$ cat src/rtl/rc_ring_out_arb.sv
// Ring output arbiter: ring pass-through first, then F2C/C2F with a response burst cap; slot is registered (1 cycle).
// Local heads are popped by same-cycle grants; ring traffic is never stalled, local starvation raises RingThrottle.
module rc_ring_out_arb #(
  parameter int MSG_W        = 66,
  parameter int RESP_BURST   = 2,
  parameter int STARVE_LIMIT = 8
) (
  input  logic             QClk,
  input  logic             RstQnnnH,
  input  logic             RingInValid,
  input  logic             RingInConsume,
  input  logic [MSG_W-1:0] RingInMsg,
  input  logic             F2cValid,
  input  logic [MSG_W-1:0] F2cMsg,
  input  logic             C2fValid,
  input  logic [MSG_W-1:0] C2fMsg,
  output logic             F2cGnt,
  output logic             C2fGnt,
  output logic             RingOutValid,
  output logic [MSG_W-1:0] RingOutMsg,
  output logic [1:0]       RingOutWinner,
  output logic             RingThrottle
);

  localparam int RS_W = $clog2(RESP_BURST + 1);
  localparam int SC_W = $clog2(STARVE_LIMIT + 1);
  localparam logic [RS_W-1:0] RESP_MAX   = RS_W'(RESP_BURST);
  localparam logic [SC_W-1:0] STARVE_MAX = SC_W'(STARVE_LIMIT);

  typedef enum logic [1:0] {
    BUBBLE_OUT   = 2'd0,
    RING_INPUT   = 2'd1,
    F2C_RESPONSE = 2'd2,
    C2F_REQUEST  = 2'd3
  } t_winner;

  typedef enum logic {
    ARB_NORMAL  = 1'b0,
    ARB_STARVED = 1'b1
  } t_arb_state;

  t_winner          winner;
  t_arb_state       state, state_nxt;
  logic [RS_W-1:0]  resp_streak, resp_streak_nxt;
  logic [SC_W-1:0]  starve_cnt, starve_cnt_nxt;
  logic             local_pend;
  logic             local_gnt;
  logic [MSG_W-1:0] sel_msg;

  assign local_pend = F2cValid | C2fValid;

  always_comb begin
    winner = BUBBLE_OUT;
    if (RingInValid && !RingInConsume) begin
      winner = RING_INPUT;
    end else if (F2cValid && C2fValid) begin
      // Once F2C has used its burst, the pending request gets the slot.
      winner = (resp_streak == RESP_MAX) ? C2F_REQUEST : F2C_RESPONSE;
    end else if (F2cValid) begin
      winner = F2C_RESPONSE;
    end else if (C2fValid) begin
      winner = C2F_REQUEST;
    end
  end

  // Grants are suppressed during reset so queue heads are not lost.
  assign F2cGnt    = !RstQnnnH && (winner == F2C_RESPONSE);
  assign C2fGnt    = !RstQnnnH && (winner == C2F_REQUEST);
  assign local_gnt = F2cGnt | C2fGnt;

  always_comb begin
    sel_msg = '0;
    case (winner)
      RING_INPUT:   sel_msg = RingInMsg;
      F2C_RESPONSE: sel_msg = F2cMsg;
      C2F_REQUEST:  sel_msg = C2fMsg;
      default:      sel_msg = '0;
    endcase
  end

  always_comb begin
    resp_streak_nxt = resp_streak;
    if (C2fGnt || !C2fValid) begin
      resp_streak_nxt = '0;
    end else if (F2cGnt && resp_streak != RESP_MAX) begin
      resp_streak_nxt = resp_streak + 1'b1;
    end
  end

  always_comb begin
    starve_cnt_nxt = starve_cnt;
    if (local_gnt || !local_pend) begin
      starve_cnt_nxt = '0;
    end else if (winner == RING_INPUT && starve_cnt != STARVE_MAX) begin
      starve_cnt_nxt = starve_cnt + 1'b1;
    end
  end

  always_ff @(posedge QClk or posedge RstQnnnH) begin
    if (RstQnnnH) begin
      state <= ARB_NORMAL;
    end else begin
      state <= state_nxt;
    end
  end

  always_comb begin
    state_nxt = state;
    case (state)
      ARB_NORMAL: begin
        if (starve_cnt == STARVE_MAX && local_pend && !local_gnt) begin
          state_nxt = ARB_STARVED;
        end
      end
      ARB_STARVED: begin
        if (local_gnt || !local_pend) begin
          state_nxt = ARB_NORMAL;
        end
      end
      default: state_nxt = ARB_NORMAL;
    endcase
  end

  always_comb begin
    RingThrottle = (state == ARB_STARVED);
  end

  always_ff @(posedge QClk or posedge RstQnnnH) begin
    if (RstQnnnH) begin
      resp_streak   <= '0;
      starve_cnt    <= '0;
      RingOutValid  <= 1'b0;
      RingOutMsg    <= '0;
      RingOutWinner <= BUBBLE_OUT;
    end else begin
      resp_streak   <= resp_streak_nxt;
      starve_cnt    <= starve_cnt_nxt;
      RingOutValid  <= (winner != BUBBLE_OUT);
      RingOutMsg    <= sel_msg;
      RingOutWinner <= winner;
    end
  end

endmodule

$ cat config.mk
export PLATFORM = sky130hd
export DESIGN_NAME = rc_ring_out_arb
export DESIGN_NICKNAME = d
export VERILOG_FILES = /design/src/rtl/rc_ring_out_arb.sv
export SDC_FILE = /design/constraint.sdc
export NUM_CORES = 1
export LEC_CHECK = 0
export CORE_ASPECT_RATIO = 1.5
export CORE_MARGIN = 4
export CORE_UTILIZATION = 33
export DETAILED_ROUTE_END_ITERATION = 12
export PLACE_DENSITY = 0.81
export SYNTH_ARGS = -nofsm -noshare
export SYNTH_HDL_FRONTEND = slang
export SYNTH_SLANG_ARGS = --single-unit
$ cat constraint.sdc
create_clock -name QClk -period 3.75 [get_ports QClk]
set_clock_uncertainty 0.1 [all_clocks]
set_input_delay 0.75 -clock QClk [delete_from_list [all_inputs] [get_ports QClk]]
set_output_delay 0.75 -clock QClk [all_outputs]
set_load 0.01 [all_outputs]
==> flow_metrics.tcl, run 1 <==
set metrics [dict create \
    grt.total_usage_pct 20.0 \
    overflow 0 \
    drcViolationCount 0 \
    cts_buffers 9 \
    synth_nets 483 \
    cpMaxStageDelayCell "clkdlybuf4s50_1" \
    cts_resized 0 \
    worst_skew_pair.late_latency_ns 0.33 \
    cp-start-kind "input pin" \
    tightest_slew_ns 0.964 \
    grt_pass1_vias 3659 \
    die_h_um 133 \
    required_ns 2.90 \
    final_cell_mix "clkdlybuf4s50_1 (275), dfrtp_1 (76), and2_1 (67)" \
    fmax_ghz 0.311 \
    critPathKind "in -> out" \
    cpPeakStageDelay_ns 0.60 \
    gp_congestion 0.848 \
    n_antenna_cell 0 \
    end_kind "output pin" \
    core_sq_um 10100 \
    final_max_slew_viol_count 0 \
    internal-power_uw 1920 \
    antenna_found_initial 0 \
    io_pins 276 \
    switchingPower_uw 540 \
    finalHoldViolCount 0 \
    cpMostUsedCell "clkdlybuf4s50_1" \
    syn2layout_area_growth_pct 91.3 \
    pwr-share-seq_pct 37.1 \
    die_area_sq_um 12100 \
    finalSetupTns_ns 0 \
    final_cells 666 \
    vias 3387 \
    relSlewSlack_pct 35.8 \
    start_util_pct 33.8 \
    leakagePower_uw 0.00270 \
    worstPathMaxFanout 5 \
    syn_inst 276 \
    final_common_cell "clkdlybuf4s50_1" \
    grt_first_pass_wirelength_mm 18.7 \
    post-route-period-util_pct 85.7 \
    synth_cell_types 28 \
    setup_viol 0 \
    power_frac_comb_pct 23.6 \
    cap_violations 0 \
    netSwitchingFraction_pct 21.9 \
    cts_setup_buffers 0 \
    dr.pass1.iters 5 \
    routed_wl_mm 12.3 \
    cts-root-buf "clkbuf_16" \
    r2r_slack_ns 1.56 \
    hpwlAfterDp_mm 9.60 \
    h-tree-depth 3 \
    ys_ff_latch 76 \
    period_minus_slack_ns 3.21 \
    drive_gt1_share_pct 4.19 \
    rsz0062_at_grt "no" \
    cts.path.max_buffers 2 \
    synth.avg_cell_area_sq_um 12.4 \
    arrival_ns 2.36 \
    clkTransAtPathRegs_ns 0.06 \
    pwr-share-clk_pct 39.3 \
    grt_max_degree 77 \
    postLayoutCoreUtil_pct 64.6 \
    fp.dieW_um 91.1 \
    dpl.cell_count 650 \
    tritoncts "built" \
    vias_per_cell 5.09 \
    status "complete, no violations" \
    num-nets-final 751 \
    path_cells "clkdlybuf4s50_1 > inv_2 > nor4_1 > clkdlybuf4s50_1" \
    power.density_nw_per_um2 376 \
    drtIter0Drc 104 \
    yosys_warnings 0 \
    cts_hold_buf 0 \
    ys_seq_area_share_pct 55.6 \
    hp-class "reg -> reg" \
    synthesis.area_sq_um 3420 \
    ant_nets 0 \
    ir_worst_vdd_v 0.000230 \
    core.rowCount 45 \
    numClockSinks 76 \
    wl_per_cell_um 18.5 \
    port_buffers 275 \
]
==> stage by stage <==
stage | total power, uW | instance area [sq um] | hold WS [ns] | setup WS, ns
finish | 2460 | 6550 | 0.408 | 0.535
global route | 2570 | 6550 | 0.456 | 0.468
CTS | 2500 | 6550 | 0.412 | 0.532
detailed placement | 1520 | 6210 | 0.399 | 0.535
global placement | 1500 | 6210 | 0.384 | 0.615
floorplan | 1120 | 3420 | 0.414 | 0.216
==> registers in the layout (all words and copies together) (netlist names) <==
signal,flops
RingThrottle,1
RingOutMsg,66
RingOutWinner,2
resp_streak,2
RingOutValid,1
starve_cnt,4
==> worst paths after layout <==
kind,from,to,cells after the start
setup / recovery,C2fValid,C2fGnt,4
hold / removal,RingThrottle,RingThrottle,2
setup reg to reg,resp_streak[0],RingOutMsg[15],6
hold reg to reg,RingThrottle,RingThrottle,2
max in group asynchronous,RstQnnnH,RingOutMsg[5],3
min in group asynchronous,RstQnnnH,RingOutWinner[0],3
==> power by group through the flow <==
| stage | clock, uW | sequential (uW) | combinational, uW |
|---|---|---|---|
| 2_1_floorplan | 0 | 967 | 149 |
| 3_3_place_gp | 0 | 927 | 577 |
| 3_5_place_dp | 0 | 929 | 587 |
| 4_1_cts | 994 | 915 | 589 |
| 5_1_grt | 1030 | 922 | 618 |
| 6_report | 968 | 914 | 581 |
==> synth_stat cells (all sizes together) <==
cell type	count	area (sq um)
a211oi	1	12.5
a21oi	6	30.0
a221o	66	661
and2	67	419
and2b	1	7.51
and3b	1	8.76
buf	16	133
clkbuf	6	22.5
dfrtp	76	1900
ha	3	37.5
inv	7	26.3
nand2	1	3.75
nand2b	1	6.26
nand3	1	5.00
nand3b	1	7.51
nor2	4	15.0
nor2b	1	13.8
nor3	1	10.0
nor4	1	6.26
o21ai	5	25.0
o22ai	1	6.26
o31ai	3	22.5
or2	1	6.26
or3	2	12.5
or4	3	22.5
==> layout make-up <==
| cell class | instances | area [sq um] |
|---|---|---|
| tap | 117 | 146 |
| multi-input combinational | 171 | 1350 |
| timing repair buffer | 279 | 2780 |
| clock inverter | 4 | 97.6 |
| fill | 795 | 3590 |
| clock buffer | 12 | 236 |
| sequential | 76 | 1900 |
| inverter | 7 | 27.5 |
==> critical path, delay by kind of cell <==
family / cells / cell delay [ns]
AND/OR/NAND/NOR: 1 / 0.32
buffers and inverters: 3 / 1.29
==> layer usage <==
layer  vias to the layer above  GRT usage [%]  share of wire (%)
li1                       1581              -                  -
met1                      1579           20.6                 35
met2                       202           37.0                 54
met3                        25           6.60                8.5
met4                         0           7.47                2.8
met5                         -              0                  0
==> kinds of logic (layout without fill, tap and decap cells) <==
| group | count (synthesis) | count (layout) | share of synthesized area, % |
|---|---|---|---|
| AO/OA/AOI/OAI | 82 | 82 | 22.1 |
| buffers and inverters | 29 | 302 | 5.30 |
| AND/OR/NAND/NOR | 86 | 86 | 15.9 |
| flip-flops | 76 | 76 | 55.6 |
| adder cells (fa/ha/maj) | 3 | 3 | 1.10 |
Note: power is estimated with default switching activity, not from simulation.
==> run 2: changes to the inputs <==
--- a/config.mk
+++ b/config.mk
@@ -5,11 +5,12 @@
 export SDC_FILE = /design/constraint.sdc
 export NUM_CORES = 1
 export LEC_CHECK = 0
+export CELL_PAD_IN_SITES_DETAIL_PLACEMENT = 0
+export CELL_PAD_IN_SITES_GLOBAL_PLACEMENT = 1
 export CORE_ASPECT_RATIO = 1.5
-export CORE_MARGIN = 4
-export CORE_UTILIZATION = 33
+export CORE_UTILIZATION = 23
 export DETAILED_ROUTE_END_ITERATION = 12
-export PLACE_DENSITY = 0.81
+export PLACE_DENSITY_LB_ADDON = 0.1
 export SYNTH_ARGS = -nofsm -noshare
 export SYNTH_HDL_FRONTEND = slang
 export SYNTH_SLANG_ARGS = --single-unit
==> run 2 against run 1 <==
Against the previous run: combinational power shrank 1%; via count down 1.6%; global-route usage shrank 4.0 points.
==> flow_metrics.tcl, run 2 (synthesis results as in run 1) <==
set metrics [dict create \
    vias 3333 \
    top_regs "RingOutMsg (66), starve_cnt (4)" \
    grt_pass1_vias 3417 \
    routed_wl_mm 12.7 \
    gp_congestion 0.728 \
    h-tree-depth 3 \
    core_sq_um 14500 \
    fin_total_pwr_uw 2400 \
    required_ns 2.90 \
    cts_setup_buffers 0 \
    overflow 0 \
    critPathKind "in -> out" \
    tritoncts "built" \
    start_util_pct 23.6 \
    final_max_slew_viol_count 0 \
    drcViolationCount 0 \
    cts_resized 0 \
    die_h_um 151 \
    n_antenna_cell 0 \
    grt_max_degree 77 \
    fmax_ghz 0.314 \
    period_minus_slack_ns 3.18 \
    grt_first_pass_wirelength_mm 18.1 \
    vias_per_cell 4.47 \
    cts.path.max_buffers 2 \
    drtIter0Drc 69 \
    wl_per_cell_um 17.0 \
    ir_worst_vdd_v 0.000174 \
    fillers 1402 \
    setup_viol 0 \
    netSwitchingFraction_pct 22.8 \
    antenna_found_initial 0 \
    end_kind "output pin" \
    power_frac_comb_pct 23.9 \
    grt.total_usage_pct 16.0 \
    io_pins 276 \
    fp.dieW_um 102 \
    core.rowCount 54 \
    cts_buffers 9 \
    cp-start-kind "input pin" \
    finalHoldViolCount 0 \
    syn2layout_area_growth_pct 93.7 \
    switchingPower_uw 548 \
    largest_reg_flops 66 \
    hpwlAfterDp_mm 9.00 \
    pwr-share-seq_pct 37.9 \
    rsz0062_at_grt "no" \
    dpl.cell_count 730 \
    ant_nets 0 \
    internal-power_uw 1860 \
    num-nets-final 752 \
    cap_violations 0 \
    status "complete, no violations" \
    drive_gt1_share_pct 4.36 \
    post-route-period-util_pct 84.9 \
    worstPathMaxFanout 5 \
    worst_skew_pair.late_latency_ns 0.33 \
    clkTransAtPathRegs_ns 0.06 \
    final_common_cell "clkdlybuf4s50_1" \
    dr.pass1.iters 4 \
    final_cell_mix "clkdlybuf4s50_1 (275), dfrtp_1 (76), and2_1 (67)" \
    finalSetupTns_ns 0 \
    cts_hold_buf 0 \
    leakagePower_uw 0.00270 \
    hp-class "reg -> reg" \
    numClockSinks 76 \
    die_area_sq_um 15400 \
    relSlewSlack_pct 30.7 \
    arrival_ns 2.33 \
    tightest_slew_ns 1.04 \
    final_cells 746 \
    pwr-share-clk_pct 38.1 \
    power.density_nw_per_um2 363 \
    port_buffers 275 \
    regMostFlops "RingOutMsg" \
    cts-root-buf "clkbuf_16" \
]
run 2: cell types whose count changed in the layout (fill, tap and decap cells not counted):
cell | before | now
buf_4 | 4 | 5
bufinv_16 | 3 | 2
clkinv_2 | 1 | 2
clkinv_4 | 0 | 1
clkinvlp_4 | 1 | 0
run 2: through the flow:
| step | setup slack (ns) | util [%] | hold WS (ns) | cell area [sq um] |
|---|---|---|---|---|
| 2_1_floorplan | 0.216 | - | 0.414 | 3420 |
| 3_3_place_gp | 0.578 | 43.5 | 0.387 | 6320 |
| 3_5_place_dp | 0.554 | 43.5 | 0.392 | 6320 |
| 4_1_cts | 0.552 | 45.6 | 0.406 | 6630 |
| 5_1_grt | 0.482 | 45.6 | 0.437 | 6630 |
| 6_report | 0.567 | 45.6 | 0.400 | 6630 |
run 2: final timing paths:
kind	startpoint	to	slack [ns]	depth (start not counted)
setup reg to reg	resp_streak[0]	RingOutMsg[49]	1.59	6
hold / removal	RingThrottle	RingThrottle	0.40	2
max in group asynchronous	RstQnnnH	RingOutMsg[31]	1.77	3
setup / recovery	C2fValid	C2fGnt	0.57	4
hold reg to reg	RingThrottle	RingThrottle	0.40	2
min in group asynchronous	RstQnnnH	resp_streak[0]	1.08	3
run 2: per-layer routing:
layer,vias up,wire length [um],global-route usage (%)
met5,-,0,0
met4,0,232,6.01
met3,15,1300,6.14
met2,177,6740,28.6
met1,1560,4450,16.6
li1,1581,-,-
run 2: critical path, cell delays in order:
cell and delay (ns):
clkdlybuf4s50_1 0.63, inv_2 0.10, nor4_1 0.28, clkdlybuf4s50_1 0.58
run 2: layout make-up:
class / count / area (sq um) / share of cell area (%)
Clock buffer: 12 / 236 / 3.57
Sequential cell: 76 / 1900 / 28.7
Multi-Input combinational cell: 171 / 1350 / 20.4
Clock inverter: 4 / 73.8 / 1.11
Tap cell: 196 / 245 / 3.70
Inverter: 7 / 27.5 / 0.415
Timing Repair Buffer: 280 / 2790 / 42.1
run 2: power by group through the flow:
stage | sequential, uW | clock [uW] | combinational (uW)
finish | 912 | 917 | 575
global route | 918 | 983 | 620
CTS | 913 | 954 | 585
detailed placement | 928 | 0 | 582
global placement | 925 | 0 | 580
floorplan | 967 | 0 | 149
